### src/rtl/pipe_stage_skid.sv
// rtl/pipe_stage_skid.sv - pipeline stage register with 2-entry skid buffer, flush/freeze; optional stats via PIPE_STAGE_STATS_EN
module pipe_stage_skid #(
    parameter int unsigned            DATA_W      = 32,
    parameter int unsigned            PC_W        = 32,
    parameter logic [DATA_W-1:0]      FLUSH_INSTR = '0,
    parameter int unsigned            STAT_W      = 16
) (
    input  logic              clk,
    input  logic              rst_n,
    input  logic              flush,
    input  logic              freeze,
    input  logic              in_valid,
    output logic              in_ready,
    input  logic [DATA_W-1:0] in_instr,
    input  logic [PC_W-1:0]   in_pc,
    output logic              out_valid,
    input  logic              out_ready,
    output logic [DATA_W-1:0] out_instr,
    output logic [PC_W-1:0]   out_pc,
    output logic [1:0]        occupancy
`ifdef PIPE_STAGE_STATS_EN
    ,
    output logic [STAT_W-1:0] stall_cnt,
    output logic [STAT_W-1:0] flush_cnt
`endif
);

    typedef enum logic [1:0] {
        ST_EMPTY = 2'd0,
        ST_ONE   = 2'd1,
        ST_TWO   = 2'd2
    } state_t;

    // Counter width must be usable even when the statistics are compiled out.
    if (STAT_W < 1) begin : g_bad_stat_w
        $error("pipe_stage_skid: STAT_W must be at least 1");
    end

    state_t            state_q, state_d;
    logic [DATA_W-1:0] m_instr_q, m_instr_d;
    logic [PC_W-1:0]   m_pc_q, m_pc_d;
    logic [DATA_W-1:0] s_instr_q, s_instr_d;
    logic [PC_W-1:0]   s_pc_q, s_pc_d;
    logic              accept;
    logic              deliver;

    // Handshake: ready depends only on registered state and freeze, never on the valid/ready inputs.
    always_comb begin
        in_ready  = (state_q != ST_TWO) && !freeze;
        out_valid = (state_q != ST_EMPTY);
        accept    = in_valid && in_ready;
        deliver   = out_valid && out_ready && !freeze;
        out_instr = m_instr_q;
        out_pc    = m_pc_q;
        occupancy = state_q;
    end

    // Next-state and datapath: flush wins over everything, freeze holds, otherwise move entries M/S.
    always_comb begin
        state_d   = state_q;
        m_instr_d = m_instr_q;
        m_pc_d    = m_pc_q;
        s_instr_d = s_instr_q;
        s_pc_d    = s_pc_q;
        if (flush) begin
            state_d   = ST_EMPTY;
            m_instr_d = FLUSH_INSTR;
            m_pc_d    = '0;
            s_instr_d = '0;
            s_pc_d    = '0;
        end else if (!freeze) begin
            case (state_q)
                ST_EMPTY: begin
                    if (accept) begin
                        state_d   = ST_ONE;
                        m_instr_d = in_instr;
                        m_pc_d    = in_pc;
                    end
                end
                ST_ONE: begin
                    if (accept && deliver) begin
                        m_instr_d = in_instr;
                        m_pc_d    = in_pc;
                    end else if (accept) begin
                        state_d   = ST_TWO;
                        s_instr_d = in_instr;
                        s_pc_d    = in_pc;
                    end else if (deliver) begin
                        // M keeps its last value; out_valid drops so it is not seen again.
                        state_d = ST_EMPTY;
                    end
                end
                ST_TWO: begin
                    if (deliver) begin
                        state_d   = ST_ONE;
                        m_instr_d = s_instr_q;
                        m_pc_d    = s_pc_q;
                    end
                end
                default: begin
                    state_d = ST_EMPTY;
                end
            endcase
        end
    end

    // State and entry registers with asynchronous reset to the bubble encoding.
    always_ff @(posedge clk or negedge rst_n) begin
        if (!rst_n) begin
            state_q   <= ST_EMPTY;
            m_instr_q <= FLUSH_INSTR;
            m_pc_q    <= '0;
            s_instr_q <= '0;
            s_pc_q    <= '0;
        end else begin
            state_q   <= state_d;
            m_instr_q <= m_instr_d;
            m_pc_q    <= m_pc_d;
            s_instr_q <= s_instr_d;
            s_pc_q    <= s_pc_d;
        end
    end

`ifdef PIPE_STAGE_STATS_EN
    logic [STAT_W-1:0] stall_cnt_q, stall_cnt_d;
    logic [STAT_W-1:0] flush_cnt_q, flush_cnt_d;

    // Saturating event counters: stalled-while-holding cycles and flushes that discarded work.
    always_comb begin
        stall_cnt_d = stall_cnt_q;
        flush_cnt_d = flush_cnt_q;
        if (freeze && !flush && (state_q != ST_EMPTY) && (stall_cnt_q != '1)) begin
            stall_cnt_d = stall_cnt_q + 1'b1;
        end
        if (flush && (state_q != ST_EMPTY) && (flush_cnt_q != '1)) begin
            flush_cnt_d = flush_cnt_q + 1'b1;
        end
    end

    // Counter registers.
    always_ff @(posedge clk or negedge rst_n) begin
        if (!rst_n) begin
            stall_cnt_q <= '0;
            flush_cnt_q <= '0;
        end else begin
            stall_cnt_q <= stall_cnt_d;
            flush_cnt_q <= flush_cnt_d;
        end
    end

    assign stall_cnt = stall_cnt_q;
    assign flush_cnt = flush_cnt_q;
`endif

endmodule

### config.mk
export PLATFORM = sky130hd
export DESIGN_NAME = pipe_stage_skid
export DESIGN_NICKNAME = d
export VERILOG_FILES = /design/src/rtl/pipe_stage_skid.sv
export SDC_FILE = /design/constraint.sdc
export NUM_CORES = 1
export LEC_CHECK = 0
export CAP_MARGIN = 20
export CORE_AREA = 8 8 137 190
export DETAILED_ROUTE_END_ITERATION = 10
export DIE_AREA = 0 0 145 198
export PLACE_DENSITY_LB_ADDON = 0.12
export SYNTH_ARGS = -nofsm -noshare
export SYNTH_HDL_FRONTEND = slang
export SYNTH_SLANG_ARGS = --single-unit
### constraint.sdc
create_clock -name clk -period 1.9 [get_ports clk]
set_clock_uncertainty 0.05 [all_clocks]
set_input_delay 0.475 -clock clk [delete_from_list [all_inputs] [get_ports clk]]
set_output_delay 0.475 -clock clk [all_outputs]
set_load 0.1 [all_outputs]
Yosys cells after proc, flatten, opt, wreduce, memory -nomap -nowiden
Cells that the tools add are included.
{ "totals": {"reg_bits": 130, "latchBits": 0, "mem_bits_rw": 0, "rom_bits": 0, "input_bits": 70, "word_cells": 57, "mem_count": 0} }
{ "op_classes": {"n_addsub": 0, "mul": 0, "div_mod_pow": 0, "magnitude_cmp": 0, "n_eq_ne": 10, "n_shift": 0, "n_mux": 28, "bitwise": 0, "reduce_logical": 14} }
{ "op_table": {"columns": ["op", "n"], "rows": [
  ["32-bit two-way mux", 18],
  ["32-bit case mux with 3 select lines", 2],
  ["2-bit two-way mux", 7],
  ["3-bit != test (second input constant)", 4],
  ["5-bit AND reduction", 2],
  ["2-bit != test (second input constant)", 3],
  ["2-bit case mux with 3 select lines", 1],
  ["2-bit nonzero test", 3],
  ["1-bit logical AND", 5],
  ["4-bit != test (second input constant)", 1],
  ["4-bit AND reduction", 1],
  ["4-bit nonzero test", 1],
  ["2-bit by 1-bit equality test with 1-bit output (second input constant)", 1],
  ["2-bit equality test (second input constant)", 1],
  ["2-bit logical NOT", 1],
  ["1-bit logical NOT", 1]
]} }

Depth between registers and ports, before layout
{ "depth": {"depth_word": 9, "ltp_mapped": 7, "mapped_depth_nobuf": 4} }

Least setup slack after synthesis
No wires, ideal clock.
{ "synth_timing": {"path_kind": "register to output", "startpoint": "register state_q[0], in the netlist occupancy[0]", "endpoint": "output in_ready", "arrival_ps": 2796, "slack_ps": -1421, "stages_incl_launch_ff": 6, "path_cell_list": "dfrtp_1 > buf_4 > nor2_4 > buf_8 > buf_12 > nor2_1"} }
{ "synth_between": {"elab_chain_len": 2} }
{ "synth_lines": {"columns": ["item", "line_no", "source"], "rows": [
  ["start, declared", "39", "state_t state_q, state_d;"],
  ["start signal, assigned", "116", "state_q <= state_d;"],
  ["2-bit != test", "49", "in_ready = (state_q != ST_TWO) && !freeze;"],
  ["1-bit logical AND", "49", null],
  ["end, declared", "13", "output logic in_ready,"]
]} }
Every way passes these cells.

Final worst setup path
{ "layout_timing": {"startpoint": "register state_q[1], in the netlist occupancy[1]", "endpoint": "output out_valid"} }
{ "layout_between": {"elab_chain_len": 1} }
{ "layout_lines": {"columns": ["item", "line_no", "source"], "rows": [
  ["2-bit nonzero test", "50", "out_valid = (state_q != ST_EMPTY);"],
  ["end, declared", "16", "output logic out_valid,"]
]} }
Every way passes these cells.

==> results.txt <==
----------------------------------------------------
[Global route]
  Global-route wire length before repair ... 32500 um
  Residual overflow from global routing ... 0
  Vias in the first global route ... 5753
  Antenna violations before repair ... 0
  Overall Global Routing Usage ... 14.2%
  Pin count of the biggest net entering global routing ... 95

[Setup path]
  Required arrival time at the worst endpoint ... 1.37 ns
  Cell Chain, Critical Path ... or2_4 > buf_12
  Data arrival time of the critical path ... 1.36 ns
  Highest fanout seen on the critical path ... 3
  Worst Path Class, Setup ... reg -> out
  Buffering stage count on the worst path with inverters included ... 1
  Crit-path slowest cell ... dfrtp_4
  CP delay by family, top ... flip-flops
  Stage delay of the slowest cell on the critical path ... 0.51 ns
  Crit end category ... output pin
  Critical path startpoint category ... register

[Job]
  Number of max-cap violations ... 0

[Power and ir drop]
  Worst vdd ir ... 530 uV
  Leakage power total ... ~0.004 uW
  Total power per unit cell area ... approximately 820 mW/mm^2

[Floorplanning]
  Rows ... 66
  Placeable core region ... 0.0230 sq mm
  Number of top-level design ports ... 138
  Floorplan die height ... 198 um
  Initial standard-cell utilization of the core ... between 20% and 30%
  Area of the die ... 0.0287 sq mm
  DIE WIDTH ... 145 um

[Finish]
  Post-synthesis to final-layout area growth ... 48.7%
  Filler cells ... 2121
  Post-layout nets ... 869
  Post-route design area ... 0.0101 sq mm
  Ratio of cells with drive above 1 in the final layout ... between 20% and 30%
  # diodes ... 0

[Yosys]
  Combined area of all synthesized cells ... 0.00682 sq mm
  Number of register bits inferred by synthesis ... 130
  Post-Syn Instances ... between 600 and 700
  Number of different library cells in the post-synthesis netlist ... 29
  Syn avg cell area ... 10.2 sq um
  Fraction of the yosys area taken by sequential cells ... a little under half
  Top-area cell type share of the netlist area ... 47.7%
  Number of nets produced by synthesis ... between 700 and 800
  Post-synthesis cell type with the largest combined area ... dfrtp_1
  Leading post-synthesis cells by cell area ... dfrtp_1 (48%), mux2i_1 (9.4%), o41ai_2 (9.1%)
  Synth warnings ... 0

[STA]
  Slew Limit Headroom ... roughly two thirds
  Peak Freq ... between 0.5 and 0.6 GHz
  Final setup viols ... 0
  Pins Over Slew Limit ... 0
  Min Clock Period, post-route ... 1.89 ns
  Unrepaired setup endpoints after global routing ... yes
  Worst hold slack after final layout ... 0.363 ns
  Measured slew at the worst slew-check pin ... 0.500 ns
  Fin. Hold Viols ... 0
  Final clock period utilization by the worst path ... 99.3%

[Route]
  Number of vias in the routed layout ... 5573
  Number of vias per cell ... 4.98
  DRC violations left ... 0
  Antenna-violating nets left ... 0
  Routed wire length per instance ... 18.6 um
  Wire length reported by the detailed router ... 20800 um
  Number of violations reported at the end of detailed-routing iteration 0 ... between 300 and 400
  1st-pass router iterations ... 4

[CTS]
  CTS Root Buffer Type ... clkbuf_16
  Depth of the CTS H-tree ... 4
  TritonCTS clock tree ... built
  Number of clock sinks ... 130
  Clock Latency Late Sink ... 0.42 ns
  Worst-case clock buffer depth ... 2
  Worst-path clk slew ... 0.06 ns
  Clock buffer count from CTS ... 17

[Placement]
  RePlAce Congestion ... ~0.74
  I/O Buffers ... approximately 140
  DP Wirelength ... 13200 um
  Area post-placement ... 0.00927 sq mm

[Status]
  Status ... complete, no violations

[Worst hold path]
  Type of the worst min-delay path ... in -> reg

----------------------------------------------------
synth_stat cells:
| library cell | n |
|---|---|
| nand3b_1 | 2 |
| inv_2 | 1 |
| mux2i_1 | 64 |
| o41ai_1 | 26 |
| nor2b_1 | 64 |
| buf_1 | 2 |
| o21ai_0 | 32 |
| nand2b_1 | 3 |
| or2_2 | 1 |
| and3b_1 | 1 |
| a22oi_1 | 1 |
| a31oi_1 | 1 |
| clkbuf_1 | 30 |
| buf_12 | 4 |
| buf_6 | 3 |
| nor2_1 | 1 |
| nor3_4 | 1 |
| buf_2 | 25 |
| buf_4 | 6 |
| o41ai_2 | 38 |
| a21oi_1 | 66 |
| o31ai_1 | 2 |
| nor2_4 | 1 |
| dfrtp_1 | 130 |
| buf_8 | 1 |
| o22ai_1 | 1 |
| nand2_1 | 129 |
| nor3b_1 | 1 |
| o21ai_1 | 32 |
report_power, final:
| part | leakage (uW) | internal, uW | switching, uW |
|---|---|---|---|
| sequential | 0.00179 | 2860 | 94.7 |
| combinational | 0.00202 | 688 | 1110 |
| clock | 0.000293 | 2240 | 1280 |
path summary, 6_finish.rpt:
| kind | startpoint | end | slack, ns | cells past startpoint |
|---|---|---|---|---|
| max in group asynchronous | rst_n | out_instr[11]$_DFFE_PN0P_ | 0.71 | 3 |
| worst min-delay path | flush | s_instr_q[31]$_DFFE_PN0P_ | 0.36 | 2 |
| min in group asynchronous | rst_n | out_pc[9]$_DFFE_PN0P_ | 0.48 | 2 |
| worst max register to register | occupancy[0]$_DFFE_PN0P_ | out_instr[24]$_DFFE_PN0P_ | 0.07 | 6 |
| worst max-delay path | occupancy[1]$_DFFE_PN0P_ | out_valid | 0.01 | 2 |
| worst min register to register | s_instr_q[4]$_DFFE_PN0P_ | s_instr_q[4]$_DFFE_PN0P_ | 0.47 | 2 |
state kept, by name, indices dropped and copies added (netlist names):
register,cells
out_pc,32
s_pc_q,32
occupancy,2
out_instr,32
s_instr_q,32
routing by layer:
layer  part of all wire, %  up-vias  track usage, %  routed length [um]
li1                      -     2622               -                   -
met1                    43     2778            16.8                8900
met2                    51      153            24.2               10700
met3                   4.6       20            3.40                 955
met4                   1.6        0            5.78                 330
met5                     0        -               0                   0
cell usage in the layout (no fill, tap or decap):
master and count:
nand2_1 129, dfrtp_1 128, buf_12 82, a21oi_1 66
clkdlybuf4s50_1 66, mux2i_1 64, nor2b_1 64, o41ai_2 42
o21ai_1 34, o21ai_0 30, buf_4 22, o41ai_1 21
clkbuf_16 20, buf_6 8, bufinv_16 4, clkinvlp_4 4
clkinv_4 3, nor2_4 2, nand2b_1 2, nand3b_1 2
o31ai_1 2, clkbuf_1 2, dfrtp_4 2, or2_4 1
and3b_1 1, a31oi_4 1, o41ai_4 1, nor3_4 1
nor3b_1 1, nand2b_2 1, o22ai_1 1, a22oi_1 1
clkinv_2 1, inv_6 1, clkbuf_8 1, dlygate4sd3_1 1
logic make-up after synthesis:
logic type | count (synthesis) | share of synthesized area (%)
AO/OA/AOI/OAI | 199 | 22.5
buffers and inverters | 72 | 6.20
flip-flops | 130 | 47.7
multiplexers | 64 | 9.39
AND/OR/NAND/NOR | 204 | 14.3
what timing repair did:
action,CTS,global route
resized for setup,2,14
hold endpoints to repair,34,0
buffers inserted,6,4
gates cloned,0,4
setup endpoints to repair,2,38
pin swaps,3,2
hold buffers,1,0
final cells by class:
cell class              instances  area (sq um)  share of cell area (%)
clock buffers                  20           447                    4.40
repair buffers                182          2640                    26.1
clock inverters                12           181                    1.79
inverters                       1          8.76                  0.0863
well taps                     306           383                    3.77
flip-flops and latches        130          3260                    32.1
multi-input cells             467          3220                    31.8
through the flow:
step / setup slack [ns] / power [uW] / utilization, % / TNS, ns / instances
after detailed placement: -0.315 / 4730 / 40.2 / -31.57 / 1071
after CTS: -0.0175 / 8290 / 43.2 / -0.0175 / 1110
final: 0.0124 / 8270 / 44.0 / 0 / 1118
after global routing: -0.0211 / 8580 / 44.0 / -0.0587 / 1118
after floorplan: -0.224 / 3960 / - / -0.224 / 669
after global placement: -0.255 / 4710 / 40.2 / -26.65 / 1071
Note: power is estimated with default switching activity, not from simulation.
